--- src/rtl/dmi_pkg.sv ---
// DMI initiator shared definitions: op encodings, response codes,
// FSM states and the response-code to host-status mapping.
package dmi_pkg;

  typedef enum logic [1:0] {
    OP_NOP   = 2'd0,
    OP_READ  = 2'd1,
    OP_WRITE = 2'd2
  } dmi_op_e;

  typedef enum logic [1:0] {
    RSP_OK     = 2'd0,
    RSP_FAILED = 2'd2,
    RSP_BUSY   = 2'd3
  } dmi_rsp_e;

  typedef enum logic [2:0] {
    S_IDLE,
    S_REQ,
    S_WAIT,
    S_DRAIN,
    S_RESP
  } dmi_state_e;

  // Code 1 is reserved on the DMI side; the host only sees ok/failed/busy.
  function automatic logic [1:0] host_status(input logic [1:0] code);
    return (code == 2'd1) ? RSP_FAILED : code;
  endfunction

  // Failed and busy are the codes that stick until dmireset.
  function automatic logic is_sticky(input logic [1:0] code);
    return code[1];
  endfunction

endpackage

--- src/rtl/dmi_initiator.sv ---
// DMI initiator: turns host commands into DMI request/response transactions.
// Ports: clock/reset; cmd_* host command in; rsp_* host result out;
// dmi_req_* / dmi_resp_* DMI side; dmireset clears sticky_err; busy when not IDLE.
module dmi_initiator
  import dmi_pkg::*;
#(
  parameter int ADDR_BITS = 7,
  parameter int TIMEOUT   = 1023
) (
  input  logic                 clock,
  input  logic                 reset,
  input  logic                 cmd_valid,
  output logic                 cmd_ready,
  input  logic [1:0]           cmd_op,
  input  logic [ADDR_BITS-1:0] cmd_addr,
  input  logic [31:0]          cmd_data,
  output logic                 rsp_valid,
  input  logic                 rsp_ready,
  output logic [31:0]          rsp_data,
  output logic [1:0]           rsp_status,
  output logic                 dmi_req_valid,
  input  logic                 dmi_req_ready,
  output logic [ADDR_BITS-1:0] dmi_req_addr,
  output logic [31:0]          dmi_req_data,
  output logic [1:0]           dmi_req_op,
  input  logic                 dmi_resp_valid,
  output logic                 dmi_resp_ready,
  input  logic [31:0]          dmi_resp_data,
  input  logic [1:0]           dmi_resp_code,
  input  logic                 dmireset,
  output logic [1:0]           sticky_err,
  output logic                 busy
);

  localparam int CW = $clog2(TIMEOUT + 1);
  localparam logic [CW-1:0] LAST = CW'(TIMEOUT - 1);

  dmi_state_e           state_q;
  logic                 cmd_ready_q;
  logic                 rsp_valid_q;
  logic [1:0]           rsp_status_q;
  logic [31:0]          data_q;
  logic [1:0]           sticky_q;
  logic                 req_valid_q;
  logic                 resp_ready_q;
  logic                 busy_q;
  logic [CW-1:0]        cnt_q;
  logic [1:0]           op_q;
  logic [ADDR_BITS-1:0] addr_q;
  logic [31:0]          wdata_q;

  logic       cmd_fire;
  logic       cmd_rw;
  logic [1:0] sticky_d;

  assign cmd_fire = cmd_valid & cmd_ready_q;
  assign cmd_rw   = (cmd_op == OP_READ) | (cmd_op == OP_WRITE);
  // A dmireset in the fire cycle clears before the sticky check.
  assign sticky_d = dmireset ? 2'd0 : sticky_q;

  always_ff @(posedge clock) begin
    if (reset) begin
      state_q      <= S_IDLE;
      cmd_ready_q  <= 1'b1;
      rsp_valid_q  <= 1'b0;
      rsp_status_q <= RSP_OK;
      data_q       <= '0;
      sticky_q     <= '0;
      req_valid_q  <= 1'b0;
      resp_ready_q <= 1'b0;
      busy_q       <= 1'b0;
      cnt_q        <= '0;
      op_q         <= OP_NOP;
      addr_q       <= '0;
      wdata_q      <= '0;
    end else begin
      // Later sticky updates in the case below override this clear.
      if (dmireset) sticky_q <= '0;
      unique case (state_q)
        S_IDLE: begin
          if (cmd_fire) begin
            cmd_ready_q <= 1'b0;
            busy_q      <= 1'b1;
            if (cmd_rw && sticky_d == 2'd0) begin
              op_q        <= cmd_op;
              addr_q      <= cmd_addr;
              wdata_q     <= cmd_data;
              req_valid_q <= 1'b1;
              state_q     <= S_REQ;
            end else begin
              rsp_status_q <= sticky_d;
              rsp_valid_q  <= 1'b1;
              state_q      <= S_RESP;
            end
          end
        end
        S_REQ: begin
          if (dmi_req_ready) begin
            req_valid_q  <= 1'b0;
            resp_ready_q <= 1'b1;
            cnt_q        <= '0;
            state_q      <= S_WAIT;
          end
        end
        S_WAIT: begin
          // A response on the last counted cycle still wins.
          if (dmi_resp_valid) begin
            if (op_q == OP_READ) data_q <= dmi_resp_data;
            if (is_sticky(dmi_resp_code)) sticky_q <= dmi_resp_code;
            rsp_status_q <= host_status(dmi_resp_code);
            resp_ready_q <= 1'b0;
            rsp_valid_q  <= 1'b1;
            state_q      <= S_RESP;
          end else if (cnt_q == LAST) begin
            sticky_q     <= RSP_BUSY;
            rsp_status_q <= RSP_BUSY;
            state_q      <= S_DRAIN;
          end else begin
            cnt_q <= cnt_q + 1'b1;
          end
        end
        S_DRAIN: begin
          // Late response is swallowed; data and sticky are untouched.
          if (dmi_resp_valid) begin
            resp_ready_q <= 1'b0;
            rsp_valid_q  <= 1'b1;
            state_q      <= S_RESP;
          end
        end
        S_RESP: begin
          if (rsp_ready) begin
            rsp_valid_q <= 1'b0;
            cmd_ready_q <= 1'b1;
            busy_q      <= 1'b0;
            state_q     <= S_IDLE;
          end
        end
        default: begin
          state_q      <= S_IDLE;
          cmd_ready_q  <= 1'b1;
          rsp_valid_q  <= 1'b0;
          req_valid_q  <= 1'b0;
          resp_ready_q <= 1'b0;
          busy_q       <= 1'b0;
        end
      endcase
    end
  end

  assign cmd_ready      = cmd_ready_q;
  assign rsp_valid      = rsp_valid_q;
  assign rsp_data       = data_q;
  assign rsp_status     = rsp_status_q;
  assign dmi_req_valid  = req_valid_q;
  assign dmi_req_addr   = addr_q;
  assign dmi_req_data   = wdata_q;
  assign dmi_req_op     = op_q;
  assign dmi_resp_ready = resp_ready_q;
  assign sticky_err     = sticky_q;
  assign busy           = busy_q;

endmodule
--- config.mk ---
export PLATFORM = sky130hd
export DESIGN_NAME = dmi_initiator
export DESIGN_NICKNAME = d
export VERILOG_FILES = /design/src/rtl/dmi_pkg.sv /design/src/rtl/dmi_initiator.sv
export SDC_FILE = /design/constraint.sdc
export NUM_CORES = 1
export LEC_CHECK = 0
export CORE_MARGIN = 3
export CORE_UTILIZATION = 42
export CTS_CLUSTER_SIZE = 12
export DETAILED_ROUTE_END_ITERATION = 8
export GPL_ROUTABILITY_DRIVEN = 0
export GPL_TIMING_DRIVEN = 0
export PLACE_DENSITY_LB_ADDON = 0.2
export SLEW_MARGIN = 20
export SYNTH_ARGS = -nofsm -noshare
export SYNTH_HDL_FRONTEND = slang
export SYNTH_SLANG_ARGS = --single-unit
export TNS_END_PERCENT = 1
--- constraint.sdc ---
create_clock -name clock -period 2.25 [get_ports clock]
set_clock_uncertainty 0.1 [all_clocks]
set_input_delay 0.45 -clock clock [delete_from_list [all_inputs] [get_ports clock]]
set_output_delay 0.45 -clock clock [all_outputs]
set_load 0.01 [all_outputs]
* Word level (Yosys, flattened, before mapping)
Index checks and enable logic that the tools add are counted.
** Storage, ports and cells
- Flip-flop bits (word level) :: 95
- Output and inout port bits :: 82
- Logic and storage cells :: 97
- Input bits :: 82
** Cells by class
- Muxes and demuxes :: 40
- Bitwise logic cells :: 6
- Reduce and logical (&&, ||, !) cells :: 18
- Add/sub/neg operators :: 1
- Eq/ne operators :: 19
** Operators by type and width (number)
- $mux W10 :: 3
- $mux W3 :: 7
- $mux W2 :: 10
- $pmux W10 S2 :: 1
- $ne A2 B2 Y1 const B :: 8
- $pmux W3 S5 :: 1
- $mux W1 :: 12
- $pmux W1 S3 :: 4
- $reduce_and A3 Y1 :: 4
- $reduce_and A4 Y1 :: 3
- $add A10 B1 Y10 const B :: 1
- $eq A10 B10 Y1 const B :: 1
- $reduce_and A5 Y1 :: 2
- $eq A2 B1 Y1 const B :: 3
- $eq A3 B2 Y1 const B :: 2
- $reduce_or A3 Y1 :: 2
- $not A1 Y1 :: 4
- $pmux W1 S4 :: 1
- $pmux W2 S2 :: 1
- $reduce_bool A2 Y1 :: 2
- $reduce_or A2 Y1 :: 2
- $eq A3 B1 Y1 const B :: 1
- $eq A3 B3 Y1 const B :: 1
- $logic_not A3 Y1 :: 1
- 7 further kinds :: 7

* Logic depth before layout (Yosys ltp)
Gate-level depths: netlist (run 1).
- Depth in word-level cells :: 6
- Gate-level depth with buffers :: 8
- Mapped depth without buffers :: 6

* Worst setup path after synthesis (run 1)
No wires, ideal clock.
- Path kind :: input -> register
- Start :: in dmi_resp_valid
- End :: reg cnt_q[8]
- Path buffers :: 2
- Data required time :: 2.080 ns
- Arrival time :: 1.713 ns
- Cell stages on the path :: 6
- Slack :: 0.367 ns
- Path through :: buf_2 nor3b_1 o21ai_0 buf_2 or4_1 a21oi_1
** On the way
- Cells in the longest elaborated chain, start to end :: 2
** Ends and longest elaborated chain
- start, declared :: RTL line dmi_initiator.sv:26 : input logic dmi_resp_valid,
- $ne A2 B2 Y1 (no source line)
- $reduce_and A4 Y1 (no source line)
- end signal, assigned :: RTL line dmi_initiator.sv:119 : cnt_q <= cnt_q + 1'b1;
- end, declared :: RTL line dmi_initiator.sv:47 : logic [CW-1:0] cnt_q;
Every way passes these cells.
A chain may end at the register's enable or synchronous reset.

* Worst setup path in the final report (run 1)
- Start :: in reset
- End :: reg data_q[22], in the netlist rsp_data[22]
** RTL lines
- start, declared :: RTL line dmi_initiator.sv:11 : input logic reset,
- end signal, assigned :: RTL line dmi_initiator.sv:108 : if (op_q == OP_READ) data_q <= dmi_resp_data;
- end, declared :: RTL line dmi_initiator.sv:42 : logic [31:0] data_q;
No word-level cell between the ends.

==> impl_metrics.env, run 1 <==
export IMPL_status="completed"
export IMPL_layout_drive_gt1_share=0.0578
export IMPL_dp_cells=752
export IMPL_start_util=0.438
export IMPL_synth_edff_count=0
export IMPL_crit_chain="clkdlybuf4s50_1 -> clkbuf_1 -> clkbuf_2 -> clkbuf_1 -> a21oi_1"
export IMPL_dp_hpwl_um=8330
export IMPL_r2r_start="state_q[1]$_SDFFE_PP0P_"
export IMPL_syn_inst=482
export IMPL_fin_cells=766
export IMPL_p_seq_frac=0.486
export IMPL_netlist_area_um2=3860
export IMPL_grt_pass1_wl_um=16600
export IMPL_p_sw_w=0.000963
export IMPL_cts_num_sinks=95
export IMPL_holdCritPathClass="flop to flop"
export IMPL_powerDensity_nw_per_um2=639
export IMPL_io_pins=164
export IMPL_critPathBufInv=4
export IMPL_cpMaxStageDelayCell="clkdlybuf4s50_1"
export IMPL_worst_pin_slew_ps=783
export IMPL_grt_pass1_vias=3533
export IMPL_critical_path_top_delay_family="buffers and inverters"
export IMPL_layout_common_cells="clkdlybuf4s50_1, nand2_1, dfxtp_1, a21oi_1, clkbuf_1"
export IMPL_fin_crit_sh=0.939
export IMPL_drc_errors=0
export IMPL_rows=34
export IMPL_hold_start="rsp_data[21]$_SDFFE_PP0P_"
export IMPL_die_y_um=102
export IMPL_path_class="input pin to flop"
export IMPL_port_buffers=162
export IMPL_startpoint_type="input pin"
export IMPL_grt_overflow=0
export IMPL_p_clk_frac=0.318
export IMPL_num_nets_final=739
export IMPL_crit_top_cell="clkbuf_1"
export IMPL_r2r_end="rsp_data[8]$_SDFFE_PP0P_"
export IMPL_vdd_drop_max_mv=0.383
export IMPL_clk_path_buf_depth=2
export IMPL_drv_slew=0
export IMPL_cp_max_fo=10
export IMPL_rsz0062_at_grt="false"
export IMPL_arrival_ps=2220
export IMPL_n_antenna_cell=0
export IMPL_path_clk_slew_ps=80
export IMPL_first_pass_iters=4
export IMPL_r2r_setup_slack_ps=270
export IMPL_placed_area_um2=5620
export IMPL_netSwitchingFraction=0.259
export IMPL_grt_use_total=0.199
export IMPL_multi_input_comb_area_um2=1750
export IMPL_setup_slack_ps=138
export IMPL_h_tree_depth=3
export IMPL_finalHoldViolCount=0
export IMPL_post_route_min_period_ps=2110
export IMPL_fmax_mhz=473
export IMPL_area_growth_syn_to_layout_pct=51.0
export IMPL_syn_area_per_cell_um2=8.01
export IMPL_drt_iter0_markers=161
export IMPL_relSlewSlack=0.471
export IMPL_vias=3913
export IMPL_leakagePower_nw=2.03
export IMPL_synth_cell_types=47
export IMPL_end_kind="flop"
export IMPL_setup_viol=0
export IMPL_cts_root_buffer="clkbuf_8"
export IMPL_die_x_um=102
export IMPL_cts_tree="done"
export IMPL_place_ws_ps=-359
export IMPL_whs_path_depth=2
export IMPL_core_area_um2=8810
export IMPL_yosysSeqAreaShare=0.493
export IMPL_routed_via_density=5.11
export IMPL_routed_wl_um=10900
export IMPL_fin_setup_tns_ps=0
export IMPL_ant_nets=0
export IMPL_crit_cells=5
export IMPL_synthArstFlopShare=0
export IMPL_combPwrFrac=0.196
export IMPL_n_fill_cell=762
export IMPL_cts_made_buffers=9
export IMPL_grt_max_degree=16
export IMPL_ys_ff_latch=95
export IMPL_synth_ff_type="dfxtp_1"
export IMPL_wl_per_cell_um=14.2
export IMPL_antenna_found_initial=0
export IMPL_cap_violations=0
export IMPL_internal_power_w=0.00276
export IMPL_cpPeakStageDelay_ps=530
export IMPL_r2r_cells=7
export IMPL_die_area_um2=10400
export IMPL_clk_latency_ps=350
export IMPL_regArea_um2=1900
export IMPL_stdcell_area_um2=5830
export IMPL_yosysWarnings=0
export IMPL_final_common_cell="clkdlybuf4s50_1"
export IMPL_syn_nets=566
export IMPL_worstPathRequired_ps=2360
export IMPL_hold_end="rsp_data[21]$_SDFFE_PP0P_"
export IMPL_post_cts_buffers=0
-- synth_stat cells (2+ instances only) --
master / n / share of area
or3_1: 7 / 0.011
nor3_1: 5 / 0.0065
and2_1: 2 / 0.0032
nand3b_1: 2 / 0.0039
ha_1: 2 / 0.0065
nor2b_1: 2 / 0.0032
nand4b_1: 2 / 0.0045
a32oi_1: 2 / 0.0045
inv_1: 7 / 0.0068
nand3_1: 8 / 0.010
buf_6: 5 / 0.015
clkbuf_1: 17 / 0.017
o31ai_1: 4 / 0.0078
nand4_1: 3 / 0.0049
o21bai_1: 2 / 0.0039
mux2i_1: 6 / 0.016
nand2b_1: 5 / 0.0081
or2_2: 3 / 0.0049
nand2_1: 155 / 0.15
and3_1: 2 / 0.0032
a2111oi_0: 2 / 0.0045
o21ai_0: 7 / 0.0091
or4_1: 5 / 0.0097
nor3b_1: 2 / 0.0039
nor2_1: 11 / 0.011
a211oi_1: 5 / 0.0097
buf_2: 11 / 0.014
a21oi_1: 85 / 0.11
dfxtp_1: 95 / 0.49
-- state kept, by name, indices dropped and copies added, names as in the netlist --
name,count
busy,1
cmd_ready,1
cnt_q,10
dmi_req_addr,7
dmi_req_data,32
dmi_req_op,2
dmi_req_valid,1
dmi_resp_ready,1
rsp_data,32
rsp_status,2
rsp_valid,1
state_q,3
sticky_err,2
-- tightest hold or removal path, cell delays in order (launching register included) --
cell and delay (ps):
dfxtp_1 310, nand2_1 50, a21oi_1 50
-- through the flow --
| step | hold WS (ps) | total power [W] | utilization |
|---|---|---|---|
| 6_report | 357 | 0.00372 | 0.662 |
| 5_1_grt | 372 | 0.00389 | 0.662 |
| 4_1_cts | 359 | 0.00376 | 0.662 |
| 3_5_place_dp | 346 | 0.00258 | 0.638 |
| 3_3_place_gp | 340 | 0.00256 | 0.638 |
| 2_1_floorplan | 347 | 0.00219 | - |
-- repair_timing --
item | 4_1_cts | 5_1_grt
hold buffers | 0 | 0
endpoints found under the setup margin | 0 | 58
gates resized for setup | 0 | 4
-- worst max path at each step --
stage | start | end | slack [ps]
global route | dmi_req_ready | cnt_q[1]$_SDFFE_PP0P_ | 60
floorplan | dmi_resp_valid | cnt_q[8]$_SDFFE_PP0P_ | 370
global placement | reset | dmi_req_addr[5]$_SDFFE_PP0P_ | -310
detailed placement | reset | rsp_data[22]$_SDFFE_PP0P_ | -360
finish | reset | rsp_data[22]$_SDFFE_PP0P_ | 140
CTS | reset | rsp_data[22]$_SDFFE_PP0P_ | 8
-- power by group through the flow --
stage / Combinational, W / Clock, W / Sequential [W]
CTS: 0.000730 / 0.00122 / 0.00181
floorplan: 0.000310 / 0 / 0.00188
global route: 0.000792 / 0.00128 / 0.00182
global placement: 0.000715 / 0 / 0.00185
finish: 0.000729 / 0.00119 / 0.00181
detailed placement: 0.000726 / 0 / 0.00185
-- cell type report --
| class | count | area share |
|---|---|---|
| Timing Repair Buffer | 162 | 0.278 |
| Multi-Input combinational cell | 346 | 0.300 |
| Clock inverter | 5 | 0.0146 |
| Sequential cell | 95 | 0.326 |
| Clock buffer | 9 | 0.0212 |
| Inverter | 7 | 0.00451 |
| Buffer | 34 | 0.0318 |
| Tap cell | 108 | 0.0232 |
-- routing by layer --
metal	track usage	vias up	share of wire
li1	-	1980	-
met1	0.249	1776	0.43
met2	0.342	149	0.48
met3	0.0546	8	0.074
met4	0.0525	0	0.012
met5	0	-	0
-- cells by family after synthesis --
logic type      count (synthesis)  synth area share
xor+xnor                        1           0.00227
fa+ha+maj                       2           0.00648
simple gates                  222             0.261
flops                          95             0.493
buf+inv                        41            0.0541
compound gates                115             0.168
mux                             6            0.0156
(Power assumes the default switching activity.)
==> run 2: changes to the inputs <==
==> constraint.sdc (replaced) <==
create_clock -name clock -period 2.1 [get_ports clock]
set_clock_uncertainty 0.1 [all_clocks]
set_input_delay 0.42 -clock clock [delete_from_list [all_inputs] [get_ports clock]]
set_output_delay 0.42 -clock clock [all_outputs]
set_load 0.01 [all_outputs]
==> run 2 against run 1 <==
- wire length shrank 0.14%
- sequential power up 7%
- sequential share of layout area fell by 0.12 points
- count of clock-buffer cells in the layout is the same
- flip-flop and latch count did not move
- register-to-register slack worse by 170 ps
- final area rose by 0.36%
- critical path depth unchanged
- via count shrank 0.10%
- cell count unchanged
- first-iteration DRC count decreased by 8.1%
- power grew 7.3%
- largest cell class unchanged
- highest routed layer unchanged
==> impl_metrics.env, run 2 (synthesized netlist as in run 1, its figures left out) <==
export IMPL_place_ws_ps=-479
export IMPL_io_pins=164
export IMPL_rows=34
export IMPL_whs_path_depth=2
export IMPL_hold_buffers=0
export IMPL_cp_max_fo=10
export IMPL_h_tree_depth=3
export IMPL_placed_area_um2=5620
export IMPL_internal_power_w=0.00296
export IMPL_path_clk_slew_ps=80
export IMPL_die_y_um=102
export IMPL_cts_root_buffer="clkbuf_8"
export IMPL_p_clk_frac=0.318
export IMPL_routed_via_density=5.10
export IMPL_critPathBufInv=4
export IMPL_n_antenna_cell=0
export IMPL_layout_drive_gt1_share=0.0623
export IMPL_status="completed"
export IMPL_grt_pass1_vias=3533
export IMPL_p_sw_w=0.00104
export IMPL_cap_violations=0
export IMPL_leakagePower_nw=2.05
export IMPL_first_pass_iters=5
export IMPL_worstPathRequired_ps=2210
export IMPL_path_class="input pin to flop"
export IMPL_grt_max_degree=16
export IMPL_p_seq_frac=0.485
export IMPL_drc_errors=0
export IMPL_post_route_min_period_ps=2020
export IMPL_relSlewSlack=0.617
export IMPL_drv_slew=0
export IMPL_setup_slack_ps=75.8
export IMPL_layout_common_cells="clkdlybuf4s50_1, nand2_1, dfxtp_1, a21oi_1, clkbuf_1"
export IMPL_n_fill_cell=761
export IMPL_grt_use_total=0.199
export IMPL_wl_per_cell_um=14.2
export IMPL_rsz0062_at_grt="true"
export IMPL_port_buffers=162
export IMPL_vias=3909
export IMPL_netSwitchingFraction=0.259
export IMPL_cts_tree="done"
export IMPL_cts_num_sinks=95
export IMPL_fin_crit_sh=0.964
export IMPL_end_kind="flop"
export IMPL_area_growth_syn_to_layout_pct=51.5
export IMPL_cpMaxStageDelayCell="clkdlybuf4s50_1"
export IMPL_fmax_mhz=494
export IMPL_core_area_um2=8810
export IMPL_die_x_um=102
export IMPL_final_common_cell="clkdlybuf4s50_1"
export IMPL_crit_chain="clkdlybuf4s50_1 -> clkbuf_1 -> clkbuf_2 -> clkbuf_1 -> a21oi_1"
export IMPL_start_util=0.438
export IMPL_grt_pass1_wl_um=16600
export IMPL_die_area_um2=10400
export IMPL_routed_wl_um=10900
export IMPL_powerDensity_nw_per_um2=683
export IMPL_r2r_cells=7
export IMPL_critical_path_top_delay_family="buffers and inverters"
export IMPL_dp_hpwl_um=8330
export IMPL_grt_overflow=0
export IMPL_finalHoldViolCount=0
export IMPL_crit_cells=5
export IMPL_antenna_found_initial=0
export IMPL_dp_cells=752
export IMPL_stdcell_area_um2=5850
export IMPL_vdd_drop_max_mv=0.410
export IMPL_combPwrFrac=0.197
export IMPL_ant_nets=0
export IMPL_cts_made_buffers=9
export IMPL_clk_latency_ps=350
export IMPL_crit_top_cell="clkbuf_1"
export IMPL_cpPeakStageDelay_ps=530
export IMPL_holdCritPathClass="flop to flop"
export IMPL_startpoint_type="input pin"
export IMPL_setup_viol=0
export IMPL_arrival_ps=2130
export IMPL_fin_cells=766
export IMPL_finish_utilization=0.664
export IMPL_worst_pin_slew_ps=567
export IMPL_num_nets_final=739
export IMPL_drt_iter0_markers=148
export IMPL_clk_path_buf_depth=2
## run 2: worst paths after layout
kind	end	slack (ps)	start
setup reg to reg	rsp_data[8]$_SDFFE_PP0P_	100	state_q[1]$_SDFFE_PP0P_
setup / recovery	cnt_q[1]$_SDFFE_PP0P_	80	reset
hold / removal	rsp_data[21]$_SDFFE_PP0P_	360	rsp_data[21]$_SDFFE_PP0P_
hold reg to reg	rsp_data[21]$_SDFFE_PP0P_	360	rsp_data[21]$_SDFFE_PP0P_
## run 2: metrics by stage
step	hold WS (ps)	TNS [ps]	power (W)
2_1_floorplan	347	0	0.00235
3_3_place_gp	340	-28060	0.00274
3_5_place_dp	346	-31720	0.00276
4_1_cts	359	0	0.00403
5_1_grt	371	-612	0.00417
6_report	357	0	0.00400
## run 2: routing by layer
layer	track usage	wire length, µm	vias to the layer above	share of wire
met5	0	0	-	0
met3	0.0546	743	9	0.068
met4	0.0525	139	0	0.013
met2	0.342	5270	130	0.48
li1	-	-	1981	-
met1	0.249	4740	1789	0.44
## run 2: what timing repair did
item	in CTS	in global routing
pin swaps	0	0
resized for setup	2	8
setup endpoints to repair	65	48
setup buffers	0	0
gates cloned	0	0
## run 2: final cells by class
| type | instances | area [µm²] | area share |
|---|---|---|---|
| multi-input combinational | 346 | 1770 | 0.302 |
| buffer | 34 | 186 | 0.0319 |
| timing repair buffer | 162 | 1620 | 0.278 |
| tap | 108 | 135 | 0.0231 |
| clock inverter | 5 | 85.1 | 0.0145 |
| sequential | 95 | 1900 | 0.325 |
| inverter | 7 | 26.3 | 0.00449 |
| clock buffer | 9 | 124 | 0.0212 |
## run 2: worst reg2reg max path: stages, from the launching register on
cell	delay [ps]
dfxtp_1	440
or3b_1	380
buf_6	160
or3_1	330
buf_2	170
buf_6	150
nand2_1	60
a21oi_1	70
## run 2: power by group through the flow
| stage | registers (W) | logic (W) | clock network (W) |
|---|---|---|---|
| 2_1_floorplan | 0.00201 | 0.000332 | 0 |
| 3_3_place_gp | 0.00198 | 0.000766 | 0 |
| 3_5_place_dp | 0.00198 | 0.000777 | 0 |
| 4_1_cts | 0.00194 | 0.000783 | 0.00130 |
| 5_1_grt | 0.00195 | 0.000855 | 0.00137 |
| 6_report | 0.00194 | 0.000787 | 0.00127 |
==> run 3: changes to the inputs <==
--- a/config.mk
+++ b/config.mk
@@ -5,6 +5,7 @@
 export SDC_FILE = /design/constraint.sdc
 export NUM_CORES = 1
 export LEC_CHECK = 0
+export CORE_ASPECT_RATIO = 0.7
 export CORE_MARGIN = 3
 export CORE_UTILIZATION = 42
 export CTS_CLUSTER_SIZE = 12
@@ -12,7 +13,8 @@
 export GPL_ROUTABILITY_DRIVEN = 0
 export GPL_TIMING_DRIVEN = 0
 export PLACE_DENSITY_LB_ADDON = 0.2
-export SLEW_MARGIN = 20
+export SKIP_CTS_REPAIR_TIMING = 1
+export SLEW_MARGIN = 15
 export SYNTH_ARGS = -nofsm -noshare
 export SYNTH_HDL_FRONTEND = slang
 export SYNTH_SLANG_ARGS = --single-unit
==> run 3 against run 2 <==
- maximum frequency fell by 3.3%
- non-clock buffer count unchanged
- wire length up 5.0%
- worst hold slack lost 5.0 ps
- power increased by 8.2%
- first-iteration DRC count rose by 49%
- core utilization up 1.9 points
- register-to-register slack improved by 30 ps
- via count up 1.7%
- critical path type unchanged
- sequential share of layout area shrank 0.47 points
- critical path depth unchanged
- final area is 1.5% higher
==> impl_metrics.env, run 3 (synthesized netlist as in run 1, its figures left out) <==
export IMPL_status="completed"
export IMPL_n_antenna_cell=0
export IMPL_first_pass_iters=5
export IMPL_grt_max_degree=16
export IMPL_regArea_um2=1900
export IMPL_layout_common_cells="clkdlybuf4s50_1, nand2_1, dfxtp_1, a21oi_1, clkbuf_1"
export IMPL_combPwrFrac=0.183
export IMPL_path_clk_slew_ps=60
export IMPL_cts_num_sinks=95
export IMPL_cpMaxStageDelayCell="clkdlybuf4s50_1"
export IMPL_rows=28
export IMPL_stdcell_area_um2=5940
export IMPL_relSlewSlack=0.471
export IMPL_p_seq_frac=0.449
export IMPL_die_area_um2=10400
export IMPL_grt_pass1_vias=3790
export IMPL_n_fill_cell=732
export IMPL_critPathBufInv=4
export IMPL_num_nets_final=739
export IMPL_internal_power_w=0.00322
export IMPL_worstPathRequired_ps=2190
export IMPL_layout_drive_gt1_share=0.0606
export IMPL_p_sw_w=0.00110
export IMPL_antenna_found_initial=0
export IMPL_post_route_min_period_ps=2090
export IMPL_drc_errors=0
export IMPL_holdWs_ps=352
export IMPL_rsz0062_at_grt="true"
export IMPL_drv_slew=0
export IMPL_dp_hpwl_um=8720
export IMPL_fin_crit_sh=0.996
export IMPL_multi_input_comb_area_um2=1760
export IMPL_grt_overflow=0
export IMPL_ant_nets=0
export IMPL_final_common_cell="clkdlybuf4s50_1"
export IMPL_routed_wl_um=11400
export IMPL_area_growth_syn_to_layout_pct=53.7
export IMPL_netSwitchingFraction=0.255
export IMPL_die_x_um=121
export IMPL_startpoint_type="input pin"
export IMPL_core_area_um2=8690
export IMPL_h_tree_depth=3
export IMPL_wl_per_cell_um=14.7
export IMPL_port_buffers=162
export IMPL_fmax_mhz=478
export IMPL_end_kind="flop"
export IMPL_drt_iter0_markers=221
export IMPL_grt_use_total=0.215
export IMPL_powerDensity_nw_per_um2=728
export IMPL_clk_path_buf_depth=2
export IMPL_crit_chain="clkdlybuf4s50_1 -> clkbuf_1 -> clkbuf_2 -> clkbuf_1 -> a21oi_1"
export IMPL_worst_pin_slew_ps=783
export IMPL_die_y_um=86.2
export IMPL_leakagePower_nw=2.08
export IMPL_cpPeakStageDelay_ps=550
export IMPL_p_clk_frac=0.367
export IMPL_vdd_drop_max_mv=0.588
export IMPL_cap_violations=0
export IMPL_cts_root_buffer="clkbuf_16"
export IMPL_start_util=0.444
export IMPL_cts_tree="done"
export IMPL_fin_setup_tns_ps=0
export IMPL_place_ws_ps=-510
export IMPL_setup_viol=0
export IMPL_arrival_ps=2190
export IMPL_routed_via_density=5.09
export IMPL_io_pins=164
export IMPL_cts_made_buffers=9
export IMPL_vias=3974
export IMPL_holdCritPathClass="flop to flop"
export IMPL_finalHoldViolCount=0
export IMPL_setup_slack_ps=7.41
export IMPL_crit_top_cell="clkbuf_1"
export IMPL_path_class="input pin to flop"
export IMPL_grt_pass1_wl_um=17900
export IMPL_placed_area_um2=5630
export IMPL_clk_latency_ps=330
export IMPL_cp_max_fo=10
export IMPL_critical_path_top_delay_family="buffers and inverters"
==> run 3: per-stage QoR <==
| step | util | cells | total power (W) |
|---|---|---|---|
| 3_5_place_dp | 0.648 | 764 | 0.00276 |
| 2_1_floorplan | - | 482 | 0.00235 |
| 5_1_grt | 0.683 | 780 | 0.00451 |
| 6_report | 0.683 | 780 | 0.00432 |
| 3_3_place_gp | 0.648 | 764 | 0.00274 |
| 4_1_cts | 0.682 | 780 | 0.00435 |
==> run 3: power by group through the flow <==
stage | clock [W] | combinational, W | sequential (W)
after floorplan | 0 | 0.000332 | 0.00201
after global placement | 0 | 0.000767 | 0.00198
after detailed placement | 0 | 0.000780 | 0.00198
after CTS | 0.00162 | 0.000787 | 0.00194
after global routing | 0.00170 | 0.000857 | 0.00195
final | 0.00159 | 0.000792 | 0.00194
==> run 3: layer usage <==
layer	vias to the layer above	global-route usage	wire length, µm	part of all wire
met1	1813	0.249	4680	0.41
met2	164	0.360	5370	0.47
met3	9	0.102	1290	0.11
met4	0	0.0545	104	0.0091
met5	-	0	0	0
li1	1988	-	-	-
==> run 3: path summary, 6_finish.rpt <==
kind | from | endpoint | slack (ps) | cells past startpoint
hold / removal | dmi_req_addr[0]$_SDFFE_PP0P_ | dmi_req_addr[0]$_SDFFE_PP0P_ | 350 | 2
setup / recovery | reset | dmi_req_data[2]$_SDFFE_PP0P_ | 7 | 5
setup reg to reg | state_q[0]$_SDFFE_PP0P_ | rsp_data[9]$_SDFFE_PP0P_ | 130 | 8
hold reg to reg | dmi_req_addr[0]$_SDFFE_PP0P_ | dmi_req_addr[0]$_SDFFE_PP0P_ | 350 | 2
==> run 3: area by class of cell <==
type | instances | share of cell area
plain buffers | 34 | 0.0314
clock buffers | 11 | 0.0392
clock inverters | 5 | 0.00991
inverters | 7 | 0.00443
multi-input cells | 346 | 0.296
flip-flops and latches | 95 | 0.320
well taps | 120 | 0.0253
repair buffers | 162 | 0.274
==> run 3: worst min-delay path: stages (launching register included) <==
cell	delay [ps]
dfxtp_1	310
nand2_1	50
a21oi_1	50
